===== src/rtl/mc_ctrl_fsm.sv =====
// rtl/mc_ctrl_fsm.sv - multi-cycle MIPS control sequencer with memory wait timeout
// Optional performance counters are built when MC_CTRL_PERF_CNT_EN is defined.
module mc_ctrl_fsm #(
    parameter int OPCODE_W    = 6,
    parameter int MEM_TIMEOUT = 15,
    parameter int CNT_W       = 32
) (
    input  logic                Clock,
    input  logic                Reset,
    input  logic [OPCODE_W-1:0] opcode,
    input  logic                mem_ready,
    output logic                PCWrite,
    output logic                PCWriteCond,
    output logic                IorD,
    output logic                MemRead,
    output logic                MemWrite,
    output logic                IRWrite,
    output logic                MemtoReg,
    output logic                RegDst,
    output logic                RegWrite,
    output logic                ALUSrcA,
    output logic [1:0]          ALUSrcB,
    output logic [1:0]          ALUOp,
    output logic [1:0]          PCSource,
    output logic                illegal_op,
    output logic                bus_err,
    output logic [3:0]          state,
    output logic [CNT_W-1:0]    cycle_cnt,
    output logic [CNT_W-1:0]    instr_cnt
);
    localparam logic [3:0] S_INIT = 4'd0,  S_IF  = 4'd1,  S_ID  = 4'd2,  S_MA  = 4'd3,
                           S_MR   = 4'd4,  S_WBL = 4'd5,  S_MW  = 4'd6,  S_EXR = 4'd7,
                           S_WBR  = 4'd8,  S_BR  = 4'd9,  S_JMP = 4'd10, S_EXI = 4'd11,
                           S_WBI  = 4'd12, S_ILL = 4'd13, S_ERR = 4'd14;

    localparam logic [OPCODE_W-1:0] OP_R    = OPCODE_W'(6'b000000);
    localparam logic [OPCODE_W-1:0] OP_LW   = OPCODE_W'(6'b100011);
    localparam logic [OPCODE_W-1:0] OP_SW   = OPCODE_W'(6'b101011);
    localparam logic [OPCODE_W-1:0] OP_BEQ  = OPCODE_W'(6'b000100);
    localparam logic [OPCODE_W-1:0] OP_J    = OPCODE_W'(6'b000010);
    localparam logic [OPCODE_W-1:0] OP_ADDI = OPCODE_W'(6'b001000);

    localparam int WAIT_W = $clog2(MEM_TIMEOUT + 1);
    // The wait cycle that would make the count reach MEM_TIMEOUT is the last one tolerated.
    localparam logic [WAIT_W-1:0] WAIT_LAST = WAIT_W'(MEM_TIMEOUT - 1);

    logic [3:0]        state_next;
    logic [WAIT_W-1:0] wait_cnt;
    logic              mem_wait;
    logic              timeout;

    assign mem_wait = (state == S_IF) || (state == S_MR) || (state == S_MW);
    assign timeout  = mem_wait && !mem_ready && (wait_cnt == WAIT_LAST);

    always_ff @(posedge Clock) begin
        if (!Reset) begin
            state    <= S_INIT;
            wait_cnt <= '0;
        end else begin
            state <= state_next;
            if (mem_wait && !mem_ready && (state_next == state))
                wait_cnt <= wait_cnt + WAIT_W'(1);
            else
                wait_cnt <= '0;
        end
    end

    always_comb begin
        state_next = state;
        case (state)
            S_INIT: state_next = S_IF;
            S_IF:   if (mem_ready) state_next = S_ID;
            S_ID: begin
                case (opcode)
                    OP_R:         state_next = S_EXR;
                    OP_LW, OP_SW: state_next = S_MA;
                    OP_BEQ:       state_next = S_BR;
                    OP_J:         state_next = S_JMP;
                    OP_ADDI:      state_next = S_EXI;
                    default:      state_next = S_ILL;
                endcase
            end
            S_MA:   state_next = (opcode == OP_LW) ? S_MR : S_MW;
            S_MR:   if (mem_ready) state_next = S_WBL;
            S_MW:   if (mem_ready) state_next = S_IF;
            S_EXR:  state_next = S_WBR;
            S_EXI:  state_next = S_WBI;
            S_WBR, S_WBL, S_WBI, S_BR, S_JMP, S_ILL: state_next = S_IF;
            S_ERR:  state_next = S_ERR;
            default: state_next = S_INIT;
        endcase
        if (timeout)
            state_next = S_ERR;
    end

    always_comb begin
        PCWrite     = 1'b0;
        PCWriteCond = 1'b0;
        IorD        = 1'b0;
        MemRead     = 1'b0;
        MemWrite    = 1'b0;
        IRWrite     = 1'b0;
        MemtoReg    = 1'b0;
        RegDst      = 1'b0;
        RegWrite    = 1'b0;
        ALUSrcA     = 1'b0;
        ALUSrcB     = 2'b00;
        ALUOp       = 2'b00;
        PCSource    = 2'b00;
        illegal_op  = 1'b0;
        bus_err     = 1'b0;
        case (state)
            S_IF: begin
                MemRead = 1'b1;
                ALUSrcB = 2'b01;
                PCWrite = mem_ready;
                IRWrite = mem_ready;
            end
            S_ID: ALUSrcB = 2'b11;
            S_MA, S_EXI: begin
                ALUSrcA = 1'b1;
                ALUSrcB = 2'b10;
            end
            S_MR: begin
                MemRead = 1'b1;
                IorD    = 1'b1;
            end
            S_MW: begin
                MemWrite = 1'b1;
                IorD     = 1'b1;
            end
            S_WBL: begin
                RegWrite = 1'b1;
                MemtoReg = 1'b1;
            end
            S_EXR: begin
                ALUSrcA = 1'b1;
                ALUOp   = 2'b10;
            end
            S_WBR: begin
                RegWrite = 1'b1;
                RegDst   = 1'b1;
            end
            S_WBI: RegWrite = 1'b1;
            S_BR: begin
                ALUSrcA     = 1'b1;
                ALUOp       = 2'b01;
                PCWriteCond = 1'b1;
                PCSource    = 2'b01;
            end
            S_JMP: begin
                PCWrite  = 1'b1;
                PCSource = 2'b10;
            end
            S_ILL: illegal_op = 1'b1;
            // ERR is absorbing, so decoding the flag from the state keeps it sticky.
            S_ERR: bus_err = 1'b1;
            default: ;
        endcase
    end

`ifdef MC_CTRL_PERF_CNT_EN
    logic [CNT_W-1:0] cycle_q;
    logic [CNT_W-1:0] instr_q;
    logic             retire;

    assign retire = (state_next == S_IF) &&
                    ((state == S_WBR) || (state == S_WBL) || (state == S_WBI) ||
                     (state == S_MW)  || (state == S_BR)  || (state == S_JMP));

    always_ff @(posedge Clock) begin
        if (!Reset) begin
            cycle_q <= '0;
            instr_q <= '0;
        end else begin
            if (state != S_ERR)
                cycle_q <= cycle_q + CNT_W'(1);
            if (retire)
                instr_q <= instr_q + CNT_W'(1);
        end
    end

    assign cycle_cnt = cycle_q;
    assign instr_cnt = instr_q;
`else
    assign cycle_cnt = '0;
    assign instr_cnt = '0;
`endif

endmodule


===== config.mk =====
export PLATFORM = sky130hd
export DESIGN_NAME = mc_ctrl_fsm
export DESIGN_NICKNAME = d
export VERILOG_FILES = /design/src/rtl/mc_ctrl_fsm.sv
export SDC_FILE = /design/constraint.sdc
export NUM_CORES = 1
export LEC_CHECK = 0
export ABC_AREA = 1
export BUFFER_PORTS_ARGS = -buffer_cell sky130_fd_sc_hd__buf_2
export CAP_MARGIN = 20
export CORE_UTILIZATION = 40
export DETAILED_ROUTE_END_ITERATION = 10
export PLACE_DENSITY = 0.78
export SLEW_MARGIN = 20
export SYNTH_ARGS = -nofsm -noshare
export SYNTH_HDL_FRONTEND = slang
export SYNTH_SLANG_ARGS = --single-unit

===== constraint.sdc =====
create_clock -name Clock -period 1.5 [get_ports Clock]
set_input_delay 0.075 -clock Clock [delete_from_list [all_inputs] [get_ports Clock]]
set_output_delay 0.075 -clock Clock [all_outputs]
set_load 0.03 [all_outputs]

==> summary.md <==
| Metric | Value |
|---|---|
| Gate power share | `0.668` |
| First-pass GRT wire length | `3.484 mm` |
| I/O pins | `95` |
| Reg clk slew, reported paths | `0.06 ns` |
| Initial antenna violation count | `0` |
| Max Cap Violations | `0` |
| Worst r2r dst | `wait_cnt[3]$_SDFF_PN0_` |
| Final setup fails | `0` |
| Final worst setup slack | `0.03671 ns` |
| CP max-delay cell | `dfxtp_4` |
| Filler instances | `301` |
| R2r startpoint | `state[2]$_SDFF_PN0_` |
| Leak pwr | `0.8444 nW` |
| Die height | `57.17 um` |
| Maximum vdd drop | `0.2501 mV` |
| Worst Path Max Fanout | `7` |
| Share of cells above drive strength 1 | `0.3233` |
| Post-DRT Antenna Nets | `0` |
| Worst Min Path Start | `Reset` |
| Synth Area in XOR/XNOR | `0.01439` |
| Ys Warns | `0` |
| Final Cycle Share | `0.9755` |
| Starting Density | `0.4303` |
| DRT iter0 DRCs | `70` |
| Sequential area share after synthesis | `0.1316` |
| Clk pwr share | `0.120` |
| Register-to-Register Path Depth | `9` |
| Wire per inst | `9.202 um` |
| Reg area | `176.4 um^2` |
| Vias | `1,094` |
| Post-synth cell types | `24` |
| Place WS | `0.02838 ns` |
| Max H-tree Level | `1` |
| CTS tree | `built` |
| Post-Synth Adder-Cell Area | `0.02055` |
| Total wire length | `2.420 mm` |
| WS Path Type | `register to register` |
| Critical Path AT | `1.66 ns` |
| Most common cell after layout, fill and taps aside | `conb_1` |
| Total grt overflow | `0` |
| Switching share of power | `0.5776` |
| Worst Setup End Kind | `register` |
| Largest net degree at the start of global routing | `8` |
| PortBufs | `30` |
| R2r setup slk | `0.04 ns` |
| Area grow syn2layout | `9.661%` |
| Outcome | `finished, violations left` |
| Post-synthesis cell count | `193` |
| Core ar. | `2829 um^2` |
| Hpwl dp | `1.885 mm` |
| Worst setup SP type | `register` |
| Vias/cell | `4.160` |
| Clk buf depth | `2` |
| Fin Clk Skew | `0.004192 ns` |
| Min-delay worst type | `input port to register` |
| Highest Clock Rate | `0.6834 GHz` |
| Minimum clock period | `1.463 ns` |
| Pwr Density | `1033 nW/um^2` |
| Sequential share of power | `0.212` |
| Hold Slack | `0.06260 ns` |
| Antenna Cells | `0` |
| TritonCTS sink count | `8` |
| Clock latency on the worst-skew pair | `0.25 ns` |
| Largest family of logic cells by synthesized area | `buffers and inverters` |
| Final max-slew violation count | `0` |
| Post-Syn Area | `1217 um^2` |
| Net switching power figure | `796.6 uW` |
| Placement Rows | `19` |
| Die W | `57.17 um` |
| Cell-internal power | `582.6 uW` |
| Yosys reg bits | `8` |
| Detailed Routing Iterations Pass 1 | `8` |
| CP cell instances | `nand2_2, inv_1, nand2_1, nand3_1, nor2_2, nand3_1, nand2_1, nand4_4, nor2_1` |
| Synth Area in Compound Gates | `0.03905` |
| Simple-Gate Fraction of Synth Area | `0.3042` |
| DRC | `18` |
| CTS Buf Count | `3` |
| Avg Synthesized Cell Area | `6.308 um^2` |
| Gr usage total | `0.1374` |
| Final net count | `245` |
| Footprint of the multi-input gates | `774.5 um^2` |
| Clk root buf | `clkbuf_4` |
| Most frequent cells in the layout | `conb_1 (64), buf_2 (29), inv_1 (22)` |
| CP max stage delay | `0.37 ns` |
| Worst EP required | `1.69 ns` |
| Failing checks | `design-rule violations` |
| Vias in the first global route | `842` |
| Critical Path End | `wait_cnt[3]$_SDFF_PN0_` |
| Crit path from | `state[2]$_SDFF_PN0_` |
| Die Area | `3268 um^2` |
| Post-synthesis mux area share | `0` |
| Final Hold Viols | `0` |
| Placer Congestion | `0.9158` |
==> sequential cells by signal (all words and copies together), names as in the netlist <==
signal	count
wait_cnt	4
state	4
==> power by group through the flow <==
stage	logic [mW]	clock network (mW)	registers [mW]
2_1_floorplan	0.732	0	0.323
3_3_place_gp	0.817	0	0.280
3_5_place_dp	0.820	0	0.281
4_1_cts	0.834	0.172	0.277
5_1_grt	0.988	0.180	0.298
6_report	0.921	0.165	0.293
==> final cells by class <==
type | instances | share of cell area
sequential | 8 | 0.1321
timing repair buffer | 39 | 0.1649
multi-input combinational | 156 | 0.5801
tap | 31 | 0.02905
clock buffer | 3 | 0.01687
inverter | 26 | 0.07685
==> what timing repair did <==
action                                  4_1_cts  5_1_grt
cloned                                        0        0
endpoints found under the setup margin        1        6
resized for setup                             3       24
hold buffers                                  0        0
pin swaps                                     0        6
buffers inserted                              1        5
==> routing by layer <==
layer | vias to the layer above | share of wire | global-route usage
met1 | 483 | 0.37 | 0.1616
met3 | 2 | 0.071 | 0.02041
met2 | 59 | 0.55 | 0.2454
met5 | - | 0 | 0
met4 | 0 | 0.0033 | 0.06272
li1 | 550 | - | -
==> critical path, delay by kind of cell, from the launching register on <==
| family | cells | cell delay (ns) |
|---|---|---|
| and+or+nand+nor | 8 | 0.98 |
| DFF | 1 | 0.37 |
| buffers and inverters | 1 | 0.06 |
==> worst min path at each step <==
stage,endpoint,slack (ns),cells after the start
final,state[1]$_SDFF_PN0_,0.06,3
after global routing,state[1]$_SDFF_PN0_,0.08,3
after global placement,state[3]$_SDFF_PN0_,0.33,3
after floorplan,state[1]$_SDFF_PN0_,0.17,2
after detailed placement,state[3]$_SDFF_PN0_,0.33,3
after CTS,state[1]$_SDFF_PN0_,0.06,3
==> per-stage QoR <==
step | power [mW] | cells | util | area (um^2) | setup TNS (ns)
floorplan | 1.054 | 256 | - | 1474 | 0
global placement | 1.097 | 255 | 0.4233 | 1197 | 0
detailed placement | 1.101 | 255 | 0.4233 | 1197 | 0
CTS | 1.283 | 258 | 0.4339 | 1227 | 0
global route | 1.465 | 263 | 0.4719 | 1335 | -0.2256
finish | 1.379 | 263 | 0.4719 | 1335 | 0
==> synth_stat cells <==
master    number  share of area
inv_1         25          0.077
ha_1           2          0.021
nor2_1        29          0.089
inv_2          1         0.0031
or2_2          1         0.0051
nand2_1       23          0.071
o221ai_1       1         0.0072
and3_1         1         0.0051
xor2_1         1         0.0072
xnor2_1        1         0.0072
nand2_4        1         0.0092
nand4_2        1          0.010
o22ai_1        3          0.015
dfxtp_1        8           0.13
nand4_1        6          0.031
conb_1         1         0.0031
nor2_2         1         0.0051
nor3_1         1         0.0041
nand2_2        4          0.021
nand3_2        1         0.0082
buf_4         66           0.41
o21ai_0        3          0.012
nand3_1       11          0.045
a21oi_1        1         0.0041
==> cell families (layout without fill, tap and decap cells) <==
kind of cell	Yosys count	in the layout
buf+inv	92	68
xor+xnor	2	2
simple gates	80	80
other cells	1	64
compound gates	8	8
flops	8	8
fa+ha+maj	2	2
Note: power is estimated with default switching activity, not from simulation.
